===== src/rtl/seqdet_stream_ctrl.sv =====
// Serializes valid/ready words into the sequence detector one bit per clock,
// owns the detector reset and records hit count, position and a sticky threshold irq.
module seqdet_stream_ctrl #(
    parameter int WORD_W    = 8,
    parameter int CNT_W     = 16,
    parameter bit MSB_FIRST = 1'b1
) (
    input  logic                      clock_i,
    input  logic                      areset_ni,
    input  logic                      enable_i,
    input  logic [WORD_W-1:0]         word_i,
    input  logic                      word_valid_i,
    output logic                      word_ready_o,
    output logic                      det_bit_o,
    output logic                      det_rst_no,
    input  logic                      det_hit_i,
    input  logic                      clear_i,
    input  logic [CNT_W-1:0]          thresh_i,
    output logic                      hit_valid_o,
    output logic [CNT_W-1:0]          hit_count_o,
    output logic [CNT_W-1:0]          hit_word_o,
    output logic [$clog2(WORD_W)-1:0] hit_bit_o,
    output logic                      irq_o,
    output logic                      busy_o
);

    localparam int BIT_W = $clog2(WORD_W);
    localparam logic [BIT_W-1:0] LAST_IDX = BIT_W'(WORD_W - 1);

    typedef enum logic {
        S_IDLE  = 1'b0,
        S_SHIFT = 1'b1
    } state_t;

    state_t              r_state;
    state_t              w_next_state;
    logic [WORD_W-1:0]   r_shift;
    logic [BIT_W-1:0]    r_bit_idx;
    logic                r_det_bit;
    logic                r_det_rst_n;
    logic [CNT_W-1:0]    r_word_cnt;
    logic [CNT_W-1:0]    r_cur_idx;
    logic [CNT_W-1:0]    r_hit_cnt;
    logic [CNT_W-1:0]    r_hit_word;
    logic [BIT_W-1:0]    r_hit_bit;
    logic                r_hit_vld;
    logic                r_irq;

    logic                w_last;
    logic                w_busy;
    logic                w_ready;
    logic                w_accept;
    logic                w_hit;
    logic                w_first_bit;
    logic                w_next_bit;
    logic [WORD_W-1:0]   w_load_rest;
    logic [WORD_W-1:0]   w_shift_rest;

    assign w_last   = (r_bit_idx == LAST_IDX);
    assign w_accept = word_valid_i && w_ready;
    assign w_hit    = w_busy && det_hit_i;

    // The register always holds the not-yet-driven bits aligned to the serial end.
    if (MSB_FIRST) begin : g_msb_first
        assign w_first_bit  = word_i[WORD_W-1];
        assign w_load_rest  = word_i << 1;
        assign w_next_bit   = r_shift[WORD_W-1];
        assign w_shift_rest = r_shift << 1;
    end else begin : g_lsb_first
        assign w_first_bit  = word_i[0];
        assign w_load_rest  = word_i >> 1;
        assign w_next_bit   = r_shift[0];
        assign w_shift_rest = r_shift >> 1;
    end

    always_ff @(posedge clock_i or negedge areset_ni) begin
        if (!areset_ni) begin
            r_state <= S_IDLE;
        end else begin
            r_state <= w_next_state;
        end
    end

    always_comb begin
        w_next_state = r_state;
        case (r_state)
            S_IDLE:  if (w_accept)            w_next_state = S_SHIFT;
            S_SHIFT: if (w_last && !w_accept) w_next_state = S_IDLE;
            default:                          w_next_state = S_IDLE;
        endcase
    end

    // Ready is masked during reset so nothing can be taken while the state is forced.
    always_comb begin
        w_busy  = (r_state == S_SHIFT);
        w_ready = areset_ni && enable_i && ((r_state == S_IDLE) || w_last);
    end

    always_ff @(posedge clock_i or negedge areset_ni) begin
        if (!areset_ni) begin
            r_shift     <= '0;
            r_bit_idx   <= '0;
            r_det_bit   <= 1'b0;
            r_det_rst_n <= 1'b0;
            r_cur_idx   <= '0;
        end else begin
            if (w_accept) begin
                r_shift   <= w_load_rest;
                r_det_bit <= w_first_bit;
                r_bit_idx <= '0;
                r_cur_idx <= r_word_cnt;
            end else if (w_busy && !w_last) begin
                r_shift   <= w_shift_rest;
                r_det_bit <= w_next_bit;
                r_bit_idx <= r_bit_idx + BIT_W'(1);
            end else if (w_busy) begin
                r_det_bit <= 1'b0;
                r_bit_idx <= '0;
            end
            r_det_rst_n <= (w_next_state == S_SHIFT);
        end
    end

    // Clear has priority over a same-cycle hit, which is then dropped.
    always_ff @(posedge clock_i or negedge areset_ni) begin
        if (!areset_ni) begin
            r_word_cnt <= '0;
            r_hit_cnt  <= '0;
            r_hit_word <= '0;
            r_hit_bit  <= '0;
            r_hit_vld  <= 1'b0;
            r_irq      <= 1'b0;
        end else if (clear_i) begin
            r_word_cnt <= '0;
            r_hit_cnt  <= '0;
            r_hit_word <= '0;
            r_hit_bit  <= '0;
            r_hit_vld  <= 1'b0;
            r_irq      <= 1'b0;
        end else begin
            r_hit_vld <= w_hit;
            if (w_accept) begin
                r_word_cnt <= r_word_cnt + CNT_W'(1);
            end
            if (w_hit) begin
                if (r_hit_cnt != '1) begin
                    r_hit_cnt <= r_hit_cnt + CNT_W'(1);
                end
                r_hit_word <= r_cur_idx;
                r_hit_bit  <= r_bit_idx;
            end
            if ((thresh_i != '0) && (r_hit_cnt >= thresh_i)) begin
                r_irq <= 1'b1;
            end
        end
    end

    assign word_ready_o = w_ready;
    assign busy_o       = w_busy;
    assign det_bit_o    = r_det_bit;
    assign det_rst_no   = r_det_rst_n;
    assign hit_valid_o  = r_hit_vld;
    assign hit_count_o  = r_hit_cnt;
    assign hit_word_o   = r_hit_word;
    assign hit_bit_o    = r_hit_bit;
    assign irq_o        = r_irq;

endmodule


===== config.mk =====
export PLATFORM = sky130hd
export DESIGN_NAME = seqdet_stream_ctrl
export DESIGN_NICKNAME = d
export VERILOG_FILES = /design/src/rtl/seqdet_stream_ctrl.sv
export SDC_FILE = /design/constraint.sdc
export NUM_CORES = 1
export LEC_CHECK = 0
export BUFFER_PORTS_ARGS = -buffer_cell sky130_fd_sc_hd__buf_2
export CELL_PAD_IN_SITES_DETAIL_PLACEMENT = 2
export CELL_PAD_IN_SITES_GLOBAL_PLACEMENT = 2
export CORE_MARGIN = 4
export CORE_UTILIZATION = 35
export CTS_CLUSTER_SIZE = 25
export DETAILED_ROUTE_END_ITERATION = 16
export PLACE_DENSITY_LB_ADDON = 0.1
export SYNTH_ARGS = -nofsm -noshare
export SYNTH_HDL_FRONTEND = slang
export SYNTH_SLANG_ARGS = --single-unit

===== constraint.sdc =====
create_clock -name clock_i -period 2.5 [get_ports clock_i]
set_input_delay 0.125 -clock clock_i [delete_from_list [all_inputs] [get_ports clock_i]]
set_output_delay 0.125 -clock clock_i [all_outputs]
set_load 0.05 [all_outputs]

* Word-level counts from Yosys, hierarchy flattened
Cells that the tools add are included.
Storage, ports and cells: register bits 82, input port bits 30, output and inout bits 41, word-level logic and storage cells 59
Cells by class: add/subtract/negate cells 3, $lt $le $gt $ge 1, eq/ne operators 2, muxes and demuxes 23, bitwise gates (word level) 1, reduce and logical (&&, ||, !) cells 18
Operators by type and width (number):
- $mux 16 | 7
- $add 16x1->16 const B | 2
- $ge 16x16->1 | 1
- $mux 8 | 2
- $ne 16x16->1 const B | 1
- $reduce_bool 16->1 | 1
- $mux 3 | 5
- $reduce_bool 2->1 | 5
- $mux 1 | 8
- $logic_and 1x1->1 | 7
- $add 3x1->3 const B | 1
- $eq 3x3->1 const B | 1
- $reduce_bool 3->1 | 1
- $logic_not 1->1 | 2
- $pmux 1 s2 | 1
- $reduce_and 2->1 | 1
- $logic_or 1x1->1 | 1
- $not 1->1 | 1

* Logic depth before layout (Yosys ltp)
depth in word-level cells 8, mapped depth 8, gate-level depth less buffers 6

* Worst setup path after synthesis
No wires, ideal clock.
path kind reg2reg, start point register r_hit_cnt[13] (netlist: hit_count_o[13]), end point register r_irq (netlist: irq_o), setup time 0.094 ns, arrival time 2.089 ns, data required time 2.406 ns, setup slack 0.317 ns, cell stages (with the launch flop) 6, path buffers 0, clock period less this slack 2.183 ns, cells stage by stage dfrtp_1 ha_1 nand4_1 or4_1 o32a_1 a211oi_1
On the way: word-level cells in the longest chain between the ends 3
RTL lines:
- start: declaration | line 43 | logic [CNT_W-1:0] r_hit_cnt;
- start signal: assignment | line 147 | r_hit_cnt <= r_hit_cnt + CNT_W'(1);
- $ge 16x16->1 | line 152 | if ((thresh_i != '0) && (r_hit_cnt >= thresh_i)) begin
- $logic_and 1x1->1 | line 152
- $reduce_bool 2->1 (no source line)
- end signal: assignment | line 132 | r_irq <= 1'b0;
- end signal: assignment | line 139 | r_irq <= 1'b0;
- end signal: assignment | line 153 | r_irq <= 1'b1;
- end: declaration | line 47 | logic r_irq;
Every way passes these cells. A chain may end at the register's enable or synchronous reset.

* Worst setup path after layout
Same ends and word-level chain as after synthesis.

==> results.json <==
{
  "outcome": "finished clean",
  "placementRows": 38,
  "ys_dominant_reg_cell": "dfrtp_1",
  "clkTransAtPathRegs_ns": 0.06,
  "firstDrtPassIters": 4,
  "grt_usage_pct": 19.4,
  "post-place-ws_ns": 0.235,
  "netlist_instances": 422,
  "dpl.hpwl_um": 8570,
  "p_per_area_nw_per_um2": 725,
  "endpoint_kind": "flip-flop",
  "nFillCells": 1220,
  "crit_arrival_ns": 2.38,
  "drc": 0,
  "period_share_pct": 84.9,
  "wl_um": 11900,
  "grt_pass1_wl_um": 20200,
  "synth-seq-cells": 81,
  "h-tree-depth": 3,
  "slew_headroom_pct": 34.2,
  "initial_core_util_pct": 36.5,
  "avgSynthCellArea_um2": 9.58,
  "die_area_um2": 13300,
  "start_kind": "flip-flop",
  "place_congestion": 0.783,
  "antenna_found_initial": 0,
  "grt_max_degree": 74,
  "grt_pass1_vias": 3961,
  "syn_area_um2": 4040,
  "die_h_um": 115,
  "peakVddDrop_mv": 0.675,
  "cp_slowest_cell": "or4_1",
  "finalPower_mw": 3.61,
  "gr-total-overflow": 0,
  "mostFrequentLayoutCells": "dfrtp_1, nand2_1, buf_2",
  "worstMarginPinSlew_ns": 0.986,
  "area_growth_pct": 23.0,
  "cp_max_fo": 6,
  "skew_ns": 0.00727,
  "vias_per_cell": 5.48,
  "final-setup-viol-count": 0,
  "tns_ns": 0,
  "final_common_cell": "dfrtp_1",
  "io_buffers": 70,
  "ios": 71,
  "synth-edff-count": 0,
  "critPathBufInv": 0,
  "nets": 553,
  "insertion_delay_ns": 0.34,
  "async_flop_share_pct": 100,
  "diodes": 0,
  "ys_types": 44,
  "hold_violations": 0,
  "intPower_mw": 2.51,
  "pwr-share-seq_pct": 41.6,
  "hold_class": "primary input to flip-flop",
  "power.share.combinational_pct": 18.4,
  "final_util_pct": 44.9,
  "clockRootBuffer": "clkbuf_16",
  "drt-initial-drc-count": 179,
  "clk_path_buf_depth": 2,
  "yosysSeqAreaShare_pct": 50.1,
  "wire_per_inst_um": 18.4,
  "ys_warn_count": 0,
  "setup_ws_ns": 0.378,
  "fmax_mhz": 471,
  "switching_share_pct": 30.5,
  "period_needed_ns": 2.12,
  "num_vias": 3549,
  "rsz0062_at_grt": "false",
  "cp.required_ns": 2.75,
  "maxCapViolations": 0,
  "die_x_um": 115,
  "p_leak_nw": 2.46,
  "ant_nets": 0,
  "cts_sinks": 81,
  "cpLargestDelayFamily": "simple AND/OR/NAND/NOR gates",
  "max_stage_delay_ns": 0.57,
  "drive_gt1_share_pct": 21.3,
  "power.switching_mw": 1.10,
  "drv_slew": 0,
  "p_clk_share_pct": 40.0,
  "core_area_um2": 11100,
  "cp_cell_sequence": "ha_1, nand4_1, or4_1, o32a_1, a211oi_1",
  "crit_type": "flip-flop to flip-flop",
  "syn-num-nets": 472,
  "cts_tree": "yes",
  "cts_buffers": 9,
  "ctsResizeCount": 0
}
## synthesized netlist by cell type (2+ instances only)
master	count	share of area [%]
or2_0	2	0.31
and3_1	3	0.46
a21oi_1	29	3.6
o31ai_1	9	1.7
or3_1	8	1.2
clkbuf_1	17	1.6
o211ai_1	2	0.37
nand2_1	78	7.2
or4_1	10	1.9
ha_1	20	6.2
mux2_2	5	1.4
a22oi_1	7	1.3
a211oi_1	3	0.56
nor4_1	10	1.5
nand3_1	10	1.2
o21ai_0	18	2.2
xnor2_1	4	0.87
and4_1	2	0.43
a22o_1	19	4.1
nor2b_1	6	0.93
nor2_1	19	1.8
dfrtp_1	81	50
nand2b_1	3	0.46
o41ai_1	2	0.43
o21a_1	2	0.37
inv_1	25	2.3
nand4_1	11	1.7
## metal layers
| layer | part of all wire, % | track usage (%) |
|---|---|---|
| met3 | 3.1 | 3.29 |
| met1 | 47 | 25.9 |
| met4 | 1.3 | 5.87 |
| met5 | 0 | 0 |
| met2 | 48 | 32.4 |
## sequential cells by signal, indices dropped and copies added (netlist names)
signal,cells
det_rst_no,1
hit_count_o,16
hit_valid_o,1
hit_word_o,16
hit_bit_o,3
r_cur_idx,16
r_shift,7
r_bit_idx,3
det_bit_o,1
irq_o,1
r_word_cnt,16
## timing repair
action,4_1_cts,5_1_grt
hold buffers,5,0
hold endpoints to repair,12,0
setup buffers,0,3
endpoints found under the setup margin,0,2
## kinds of logic after synthesis
| family | synth area share (%) |
|---|---|
| AND/OR/NAND/NOR | 20.7 |
| AO/OA/AOI/OAI | 15.7 |
| flip-flops | 50.1 |
| buffers and inverters | 4.49 |
| adder cells (fa/ha/maj) | 6.19 |
| multiplexers | 1.64 |
| XOR/XNOR | 1.08 |
## worst min-delay path, delay by kind of cell
family | cells | cell delay, ns
and+or+nand+nor | 1 | 0.05
AOI/OAI and AO/OA | 1 | 0.06
buffers and inverters | 1 | 0.08
## stage by stage
step	area, µm²	hold WS, ns	instances
detailed placement	4580	-0.0153	624
CTS	4950	0.000475	645
finish	4970	0.0120	648
global placement	4580	-0.0205	624
global route	4970	0.0173	648
floorplan	4040	-0.171	422
## power by group through the flow
stage | clock network (mW) | registers [mW] | logic, mW
after detailed placement | 0 | 1.52 | 0.671
final | 1.44 | 1.50 | 0.664
after CTS | 1.48 | 1.50 | 0.680
after floorplan | 0 | 1.62 | 0.341
after global routing | 1.53 | 1.52 | 0.749
after global placement | 0 | 1.51 | 0.650
## path summary, 6_finish.rpt
check	start	endpoint	slack, ns	cells past startpoint
hold / removal	word_i[6]	r_shift[7]	0.01	3
setup reg to reg	hit_count_o[13]	irq_o	0.38	5
min in group asynchronous	areset_ni	r_bit_idx[1]	0.17	2
setup / recovery	hit_count_o[13]	irq_o	0.38	5
max in group asynchronous	areset_ni	r_cur_idx[9]	1.12	3
hold reg to reg	r_shift[5]	r_shift[5]	0.48	2
## cell type report
cell class	instances	area [µm²]	area share (%)
Timing Repair Buffer	90	515	10.4
Clock inverter	4	76.3	1.53
Inverter	25	93.8	1.89
Clock buffer	12	246	4.96
Multi-Input combinational cell	296	1840	37.0
Tap cell	140	175	3.52
Sequential cell	81	2030	40.8
Note: power is estimated with default switching activity, not from simulation.
